<file path="config.mk">
export PLATFORM = sky130hd
export DESIGN_NAME = sr_bank_arbiter
export DESIGN_NICKNAME = d
export VERILOG_FILES = /design/src/rtl/sr_bank_arbiter.sv
export SDC_FILE = /design/constraint.sdc
export NUM_CORES = 1
export LEC_CHECK = 0
export BUFFER_PORTS_ARGS = -buffer_cell sky130_fd_sc_hd__buf_2
export CAP_MARGIN = 20
export CORE_MARGIN = 1.5
export CORE_UTILIZATION = 43
export CTS_CLUSTER_SIZE = 40
export DETAILED_ROUTE_END_ITERATION = 10
export GPL_ROUTABILITY_DRIVEN = 0
export PLACE_DENSITY = 0.74
export SYNTH_ARGS = -nofsm -noshare
export SYNTH_HDL_FRONTEND = slang
export SYNTH_SLANG_ARGS = --single-unit
</file>
<file path="constraint.sdc">
create_clock -name clk -period 1.8 [get_ports clk]
set_input_delay 0.18 -clock clk [delete_from_list [all_inputs] [get_ports clk]]
set_output_delay 0.18 -clock clk [all_outputs]
set_load 0.01 [all_outputs]
</file>
<file path="src/rtl/sr_bank_arbiter.sv">
// Round-robin arbiter in front of a shared bank of SR flag cells.
// Each operation takes three cycles: grant in IDLE, write in APPLY, acknowledge in ACK.
module sr_bank_arbiter #(
  parameter int NREQ  = 4,
  parameter int NBITS = 8,
  parameter int IDX_W = 3
) (
  input  logic                  clk,
  input  logic                  rst,
  input  logic [NREQ-1:0]       req,
  input  logic [NREQ-1:0]       s,
  input  logic [NREQ-1:0]       r,
  input  logic [NREQ*IDX_W-1:0] idx,
  output logic [NREQ-1:0]       ack,
  output logic                  err,
  output logic                  busy,
  output logic [NBITS-1:0]      q,
  output logic [NBITS-1:0]      qbar
);

  localparam int PTR_W = (NREQ > 1) ? $clog2(NREQ) : 1;

  localparam logic [1:0] IDLE  = 2'd0;
  localparam logic [1:0] APPLY = 2'd1;
  localparam logic [1:0] ACK   = 2'd2;

  logic [1:0]       state;
  logic [PTR_W-1:0] ptr;
  logic [PTR_W-1:0] gnt_l;
  logic             s_l;
  logic             r_l;
  logic [IDX_W-1:0] idx_l;

  logic             any_req;
  logic [PTR_W-1:0] gnt;
  int               cand;
  logic             sel_s;
  logic             sel_r;
  logic [IDX_W-1:0] sel_idx;
  logic             idx_ok;
  logic [NBITS-1:0] q_next;

  // Scan offsets from the far end so the requester closest to ptr wins.
  always_comb begin
    any_req = 1'b0;
    gnt     = '0;
    cand    = 0;
    for (int k = NREQ - 1; k >= 0; k--) begin
      cand = int'(ptr) + k;
      if (cand >= NREQ) cand = cand - NREQ;
      if (req[PTR_W'(cand)]) begin
        any_req = 1'b1;
        gnt     = PTR_W'(cand);
      end
    end
  end

  always_comb begin
    sel_s   = 1'b0;
    sel_r   = 1'b0;
    sel_idx = '0;
    for (int i = 0; i < NREQ; i++) begin
      if (gnt == PTR_W'(i)) begin
        sel_s   = s[i];
        sel_r   = r[i];
        sel_idx = idx[i*IDX_W +: IDX_W];
      end
    end
  end

  // s=r=1 and out-of-range indices leave the bank untouched.
  always_comb begin
    idx_ok = 1'b0;
    q_next = q;
    for (int b = 0; b < NBITS; b++) begin
      if (idx_l == IDX_W'(b)) begin
        idx_ok = 1'b1;
        if (s_l != r_l) q_next[b] = s_l;
      end
    end
  end

  always_ff @(posedge clk or posedge rst) begin
    if (rst) begin
      state <= IDLE;
      ptr   <= '0;
      gnt_l <= '0;
      s_l   <= 1'b0;
      r_l   <= 1'b0;
      idx_l <= '0;
      q     <= '0;
      ack   <= '0;
      err   <= 1'b0;
    end else begin
      ack <= '0;
      err <= 1'b0;
      case (state)
        IDLE: begin
          if (any_req) begin
            gnt_l <= gnt;
            s_l   <= sel_s;
            r_l   <= sel_r;
            idx_l <= sel_idx;
            state <= APPLY;
          end
        end
        APPLY: begin
          q     <= q_next;
          ack   <= NREQ'(1) << gnt_l;
          err   <= ~idx_ok | (s_l & r_l);
          state <= ACK;
        end
        ACK: begin
          ptr   <= (gnt_l == PTR_W'(NREQ - 1)) ? '0 : gnt_l + 1'b1;
          state <= IDLE;
        end
        default: state <= IDLE;
      endcase
    end
  end

  assign busy = (state != IDLE);
  assign qbar = ~q;

endmodule

</file>
# --- Word-level counts from Yosys, hierarchy flattened ---
# Index checks and enable logic that the tools add are counted.
word_totals:
  register_bits: 24
  inputBits: 26
classes:
  addsub: 8
  order_cmp: 8
  n_eq_ne: 15
  shift: 1
  n_mux: 49
  bitwise_logic: 4
  reduce_logical: 13
ops:
  columns: ["op", "count"]
  rows:
  - ["$mux 1", 29]
  - ["$reduce_and 3->1", 8]
  - ["$mux 2", 10]
  - ["$lt 2x4->1 const B", 4]
  - ["$eq 3x3->1 const B", 4]
  - ["$mux 3", 4]
  - ["$ge 3x3->1 const B", 3]
  - ["$bmux 1 s2", 4]
  - ["$eq 2x2->1 const B", 4]
  - ["$not 8->8", 1]
  - ["$sub 2x1->2 const B", 4]
  - ["$add 2x2->3 const B", 2]
  - ["$eq 3x2->1 const B", 2]
  - ["$eq 2x1->1 const B", 2]
  - ["$logic_not 2->1", 2]
  - ["$mux 4", 1]
  - ["$pmux 2 s2", 1]
  - ["$shl 1x2->4 const A", 1]
  - ["$add 2x1->3 const B", 1]
  - ["$eq 3x1->1 const B", 1]
  - ["$ge 2x3->1 const B", 1]
  - ["$logic_not 3->1", 1]
  - ["$add 2x1->2 const B", 1]
  - ["$ne 2x2->1 const B", 1]
  - ["6 further kinds", 6]

# --- Logic depth before layout (Yosys ltp) ---
# Gate-level depths: netlist of run 1.
depth:
  depth_word: 15
  mapped_depth: 6
  depth_no_buf: 5

# --- Least setup slack after synthesis of run 1 ---
# Ideal clock, no wire load.
synth_timing:
  path_kind: "reg2reg"
  startpoint: "register state[0]"
  endpoint: "register idx_l[1]"
  setup_time_ns: 0.087
  t_arrival_ns: 1.812
  t_required_ns: 1.713
  slack_ns: -0.099
  path_stages_with_launch: 7
  path_cell_list: "dfrtp_1 -> or2_1 -> or2_1 -> buf_6 -> or4_4 -> buf_6 -> o221ai_2"
synth_between:
  elab_chain_len: 2
synth_lines:
  columns: ["element", "line_no", "rtl"]
  rows:
  - ["start: declaration", "27", "logic [1:0] state;"]
  - ["start signal: assignment", "85", "state <= IDLE;"]
  - ["start signal: assignment", "104", "state <= APPLY;"]
  - ["start signal: assignment", "111", "state <= ACK;"]
  - ["$logic_not 2->1", "97", "case (state)"]
  - ["$reduce_and 2->1 (no source line)", null, null]
  - ["end signal: assignment", "103", "idx_l <= sel_idx;"]
  - ["end: declaration", "32", "logic [IDX_W-1:0] idx_l;"]
# No other way between the ends.
# A chain may end at the register's enable or synchronous reset.

# --- Final worst setup path of run 1 ---
layout_timing:
  startpoint: "register state[1]"
  endpoint: "register s_l"
layout_between:
  elab_chain_len: 2
layout_lines:
  columns: ["element", "line_no", "rtl"]
  rows:
  - ["$logic_not 2->1", "97", null]
  - ["$reduce_and 2->1 (no source line)", null, null]
  - ["end signal: assignment", "101", "s_l <= sel_s;"]
  - ["end: declaration", "30", "logic s_l;"]
# No other way between the ends.

==> results of run 1 <==
[registers in the layout, indices dropped and copies added, names as in the netlist]
| signal | count |
|---|---|
| s_l | 1 |
| q | 8 |
| idx_l | 3 |
| state | 2 |
| ptr | 2 |
| gnt_l | 2 |
| r_l | 1 |
| err | 1 |
| ack | 4 |
[what timing repair did]
action                                 CTS  global route
endpoints found under the hold margin   24             0
hold buffers                             1             0
gates resized for setup                  1             0
setup endpoints to repair                5             0
[cell usage in the layout (no fill, tap or decap), drive strengths merged, types with 5 or more instances in the layout]
| master | count |
|---|---|
| mux2i | 11 |
| dfrtp | 24 |
| o21ai | 5 |
| mux2 | 6 |
| o221ai | 5 |
| inv | 13 |
| buf | 52 |
| and2 | 5 |
| ha | 5 |
| nand2 | 14 |
[final cells by class]
class / count / area (um^2)
clock buffers: 4 / 36.3
multi-input cells: 76 / 586
fillers: 247 / 1190
flip-flops and latches: 24 / 601
repair buffers: 53 / 283
inverters: 13 / 48.8
well taps: 31 / 38.8
[cell families after synthesis]
group	after synthesis	synth area share
AO/OA/AOI/OAI	16	0.109
adder cells (fa/ha/maj)	5	0.0492
buffers and inverters	20	0.0709
flip-flops	24	0.472
multiplexers	17	0.140
AND/OR/NAND/NOR	38	0.158
[synth_stat cells, drive strengths merged]
cell type   n  share of area
a21oi       3          0.012
a2bb2oi     1         0.0069
and2        5          0.025
buf         3          0.021
clkbuf      4          0.012
dfrtp      24           0.47
ha          5          0.049
inv        13          0.038
mux2        6          0.053
mux2i      11          0.087
nand2      14          0.041
nand2b      1         0.0049
nand3       2         0.0079
nand3b      3          0.018
nor2        4          0.012
nor2b       1         0.0049
nor3        1         0.0039
nor3b       3          0.018
nor4        1         0.0049
o21ai       5          0.020
o221ai      5          0.059
o31ai       2          0.012
or2         2         0.0098
or4         1         0.0089
[path summary, 6_finish.rpt]
path / end / slack, ps / depth (start not counted)
max reg2reg: s_l / 70 / 4
min: idx_l[0] / 190 / 3
max in group asynchronous: ptr[0] / 1130 / 4
min reg2reg: r_l / 520 / 2
min in group asynchronous: idx_l[0] / 440 / 4
max: s_l / 70 / 4
[routing by layer]
metal / global-route usage / wire length (um)
met5: 0 / 0
met4: 0.0532 / 10
met3: 0.0204 / 80
met2: 0.289 / 1270
met1: 0.215 / 1160
[power by group]
group / switching [uW] / internal, uW / leakage, uW
registers: 181 / 765 / 0.000309
logic: 657 / 573 / 0.000495
clock network: 163 / 123 / 0.0000210
[critical path, stage by stage (launching register included)]
cell and delay (ps):
sky130_fd_sc_hd__dfrtp_1 410, sky130_fd_sc_hd__or2_1 240, sky130_fd_sc_hd__or2_1 230, sky130_fd_sc_hd__or4_4 590, sky130_fd_sc_hd__o221ai_2 190
[stage by stage]
step,hold WS [ps],cell area (um^2),setup WS [ps],TNS [ps],util
finish,185,1590,73.3,0,0.573
global route,182,1590,15.6,0,0.573
CTS,193,1590,60.9,0,0.573
detailed placement,237,1540,-39.6,-144,0.554
global placement,236,1540,90.0,0,0.554
floorplan,195,1270,-51.9,-228,-
==> qor_table.md, run 1 <==
| Step | Metric | Value |
|:---|:---|:---|
| job | Max cap viols | 0 |
| grt | Number of global-route vias before repair | 984 |
| timing | Setup repair after global routing missed its margin | no |
| detailed routing | Post-route ant nets | 0 |
| final layout | Proportion of layout cells with a drive suffix above 1 | 0.382 |
| synth | Number of nets in the synthesized netlist | 151 |
| detailed routing | Detail-routed via count per cell | 5.16 |
| detailed routing | Drt first-iter violations | 12 |
| floorplanning | DIE HEIGHT | 57.4 um |
| worst setup path | CP Capture Type | register |
| detailed routing | First-pass iteration count of the detailed router | 4 |
| final layout | Layout overhead on the synthesized area | 25.3% |
| detailed routing | Per-cell routed wire length | 12.6 um |
| clocking | TritonCTS Buffers | 3 |
| detailed routing | Residual DRC | 0 |
| timing | Final clock period utilization by the worst path | 0.959 |
| pwr | IR Drop Worst-Case VDD | 0.814 mV |
| grt | Initial antenna violation count | 0 |
| floorplanning | Initial cell density of the core | 0.457 |
| pwr | Power Dens Cells | 1550 nW/um^2 |
| timing | Max-Slew Margin vs Limit | 0.592 |
| detailed routing | Wire length reported by the detailed router | 2.52 mm |
| worst setup path | Startpoint types | register |
| timing | Final setup fails | 0 |
| timing | Slew of the pin with the lowest slew margin | 608 ps |
| synth | Synthesized flop and latch total | 24 |
| final layout | Number of nets at the end of the flow | 202 |
| worst setup path | Worst setup path class | register to register |
| detailed routing | Total vias in the final route | 1,037 |
| worst setup path | Max FO, Critical Path | 6 |
| outcome | Status | finished, final reports clean |
| synth | Count of synthesis-stage warnings from yosys | 0 |
| clocking | Post-CTS clock slew at the launch and capture registers of the worst setup and hold paths | 140 ps |
| worst setup path | CP arrival | 1970 ps |
| timing | Pins Over Slew Limit | 0 |
| timing | Clock Skew | 5.74 ps |
| clocking | Buffer type at the clock tree root | sky130_fd_sc_hd__clkbuf_4 |
| clocking | Clock sinks | 24 |
| worst setup path | FF-to-FF Start | state[1] |
| clocking | CTS tree | yes |
| timing | Time the final worst path needs with I/O delays and setup | 1730 ps |
| synth | Distinct cell type count of the synthesized netlist | 27 |
| timing | Total count of hold-check failures in the final report | 0 |
| clocking | Post-CTS Repair Setup Buffers | 0 |
| floorplanning | FP Rows | 19 |
| final layout | Count of non-filler cells in the finished layout | 201 |
| clocking | H-tree level count | 1 |
| min path | Hold crit path type | input port to register |
| clocking | Clk buf depth | 2 |
| floorplanning | Area of the core | 2780 um^2 |
| floorplanning | Width of the chip | 57.4 um |
| synth | Count of mapped cells out of synthesis | 120 |
| pwr | Leak Pwr | 0.000824 uW |
| min path | Worst Min Path Start | idx[3] |
| pwr | PnR Total Power | 2460 uW |
| synth | Sequential-to-total area share from yosys stat | 0.472 |
| grt | Largest net degree at the start of global routing | 25 |
| grt | Remaining Overflow, GRT | 0 |
| floorplanning | Count of boundary I/O pins | 48 |
| placed design | # placed instances | 196 |
| floorplanning | Total die area | 3290 um^2 |
| synth | Cell Area, Synth | 1270 um^2 |
| grt | Global-route wire length before repair | 4.29 mm |
| clocking | Clock insertion delay at the later pin of the skew report | 310 ps |
| synth | Synthesized area divided by synthesized cell count | 10.6 um^2 |
| timing | Achievable clock frequency | 0.579 GHz |
| final layout | Diodes inserted | 0 |
| placed design | Quantity of I/O buffers inserted on ports | 47 |
| worst setup path | Worst setup path startpoint | state[1] |
| placed design | Dpl hpwl | 1.97 mm |
| worst setup path | Required time of the critical path | 2040 ps |
| grt | Overall routing resource usage | 0.166 |
No activity file was read; power rests on OpenSTA's default activity.
==> inputs of run 2 (changes only) <==
- ABC_CLOCK_PERIOD_IN_PS: default -> 1800
- REMOVE_ABC_BUFFERS: default -> 1
==> run 2 against run 1 <==
Net effect:
- core utilization fell by 0.49 points
- final cell count shrank 0.50%
- first-iteration DRC count fell by 8.3%
- clock skew is 2.9 ps lower
- design area down 0.86%
- sequential share of layout area increased by 0.33 points
- critical path depth stayed put
- worst hold slack better by 8.4 ps
- critical endpoint is now idx_l[2]
- highest routed layer unchanged
==> qor_table.md, run 2 (same netlist as run 1, synthesis figures left out) <==
| Step | Metric | Value |
|:---|:---|:---|
| clocking | Post-CTS Repair Setup Buffers | 0 |
| detailed routing | Wire length reported by the detailed router | 2.37 mm |
| grt | Initial antenna violation count | 0 |
| clocking | Clk buf depth | 2 |
| detailed routing | Drt first-iter violations | 11 |
| floorplanning | Width of the chip | 57.4 um |
| worst setup path | Required time of the critical path | 2030 ps |
| detailed routing | Per-cell routed wire length | 11.9 um |
| clocking | Buffer type at the clock tree root | sky130_fd_sc_hd__clkbuf_4 |
| placed design | Pre-CTS WS | 24.2 ps |
| timing | Pins Over Slew Limit | 0 |
| detailed routing | Residual DRC | 0 |
| worst setup path | CP Capture Type | register |
| floorplanning | Count of boundary I/O pins | 48 |
| timing | Max-Slew Margin vs Limit | 0.616 |
| worst setup path | Chain of cells forming the critical path | or2_1, or2_1, or4_4, o221ai_2 |
| final layout | Share of the core filled with cells | 0.568 |
| timing | Slew of the pin with the lowest slew margin | 573 ps |
| pwr | IR Drop Worst-Case VDD | 0.880 mV |
| grt | Remaining Overflow, GRT | 0 |
| final layout | Count of non-filler cells in the finished layout | 200 |
| clocking | Post-CTS clock slew at the launch and capture registers of the worst setup and hold paths | 120 ps |
| detailed routing | Post-route ant nets | 0 |
| timing | Final TNS setup | 0 ps |
| final layout | Layout overhead on the synthesized area | 24.2% |
| final layout | Most common cell after layout, fill and taps aside | sky130_fd_sc_hd__buf_2 |
| placed design | Quantity of I/O buffers inserted on ports | 47 |
| detailed routing | Detail-routed via count per cell | 4.91 |
| detailed routing | First-pass iteration count of the detailed router | 4 |
| worst setup path | Crit-path max cell delay | 580 ps |
| timing | Setup repair after global routing missed its margin | no |
| placed design | Dpl hpwl | 1.89 mm |
| worst setup path | Startpoint types | register |
| placed design | # placed instances | 196 |
| final layout | Flip-flop count of the largest register, all copies and words added | 8 |
| grt | Global-route wire length before repair | 4.04 mm |
| worst setup path | CP dominant cell by count | sky130_fd_sc_hd__or2_1 |
| clocking | TritonCTS Buffers | 3 |
| final layout | Most used cells in the layout excluding fill and tap cells | 47 x sky130_fd_sc_hd__buf_2, 24 x sky130_fd_sc_hd__dfrtp_1, 14 x sky130_fd_sc_hd__nand2_1, 12 x sky130_fd_sc_hd__inv_1, 11 x sky130_fd_sc_hd__mux2i_1 |
| worst setup path | CP max-delay cell | sky130_fd_sc_hd__or4_4 |
| floorplanning | Initial cell density of the core | 0.457 |
| final layout | Number of nets at the end of the flow | 202 |
| floorplanning | DIE HEIGHT | 57.4 um |
| timing | Achievable clock frequency | 0.575 GHz |
| final layout | Regs by FF count | q x8, ack x4, idx_l x3 |
| min path | Hold crit path type | input port to register |
| final layout | Proportion of layout cells with a drive suffix above 1 | 0.379 |
| grt | Number of global-route vias before repair | 934 |
| timing | Final clock period utilization by the worst path | 0.966 |
| outcome | Status | finished, final reports clean |
| worst setup path | Total buffers and inverters traversed by the critical path | 0 |
| clocking | H-tree level count | 1 |
| worst setup path | CP arrival | 1970 ps |
| timing | Clock Skew | 2.86 ps |
| worst setup path | Max FO, Critical Path | 6 |
| floorplanning | FP Rows | 19 |
| pwr | PnR Total Power | 2380 uW |
| floorplanning | Total die area | 3290 um^2 |
| grt | Largest net degree at the start of global routing | 25 |
| final layout | Most flop-heavy register | q |
| clocking | Clock insertion delay at the later pin of the skew report | 300 ps |
| clocking | CTS tree | yes |
| timing | Final setup fails | 0 |
| worst setup path | Worst setup path class | register to register |
| timing | Time the final worst path needs with I/O delays and setup | 1740 ps |
| final layout | Diodes inserted | 0 |
| pwr | Leak Pwr | 0.000817 uW |
| grt | Overall routing resource usage | 0.155 |
| clocking | Clock sinks | 24 |
| worst setup path | Reg-to-reg slack, setup | 60 ps |
| worst setup path | Gate family responsible for the most delay along the worst path | simple AND/OR/NAND/NOR gates |
| timing | Final worst setup slack | 60.4 ps |
| floorplanning | Area of the core | 2780 um^2 |
| detailed routing | Total vias in the final route | 982 |
| job | Max cap viols | 0 |
| pwr | Power Dens Cells | 1500 nW/um^2 |
| timing | Total count of hold-check failures in the final report | 0 |
run 2: where the power goes:
group	switching, uW	internal (uW)
Clock	148	78.0
Sequential	176	765
Combinational	639	570
Total	963	1410
run 2: path summary, 6_finish.rpt:
check | from | end | cells past startpoint
max | state[0] | idx_l[2] | 4
min | idx[1] | idx_l[1] | 3
max reg2reg | state[0] | idx_l[2] | 4
min reg2reg | q[2] | q[2] | 1
max in group asynchronous | rst | q[1] | 4
min in group asynchronous | rst | ptr[0] | 4
run 2: worst min-delay path, cell delays in order:
cell                       delay [ps]
sky130_fd_sc_hd__buf_2             70
sky130_fd_sc_hd__mux2i_1           70
sky130_fd_sc_hd__o221ai_2         140
run 2: routing by layer:
metal	track usage	up-vias	wire length, um
li1	-	503	-
met1	0.208	441	1100
met2	0.260	36	1110
met3	0.0159	2	135
met4	0.0598	0	27
met5	0	-	0
run 2: cell type report:
type                       instances  area [um^2]
tap                               31         38.8
timing repair buffer              53          283
multi-input combinational         76          586
clock buffer                       3         22.5
sequential                        24          601
fill                             240         1200
inverter                          13         48.8
run 2: timing repair:
action	4_1_cts	5_1_grt
hold endpoints to repair	24	0
hold buffers	1	0
pin swaps	0	4
setup endpoints to repair	2	4
gates resized for setup	1	0
run 2: metrics by stage:
stage                     hold slack, ps  cell area (um^2)
after floorplan                      195              1230
final                                194              1580
after CTS                            194              1580
after global routing                 201              1580
after detailed placement             237              1540
after global placement               235              1540
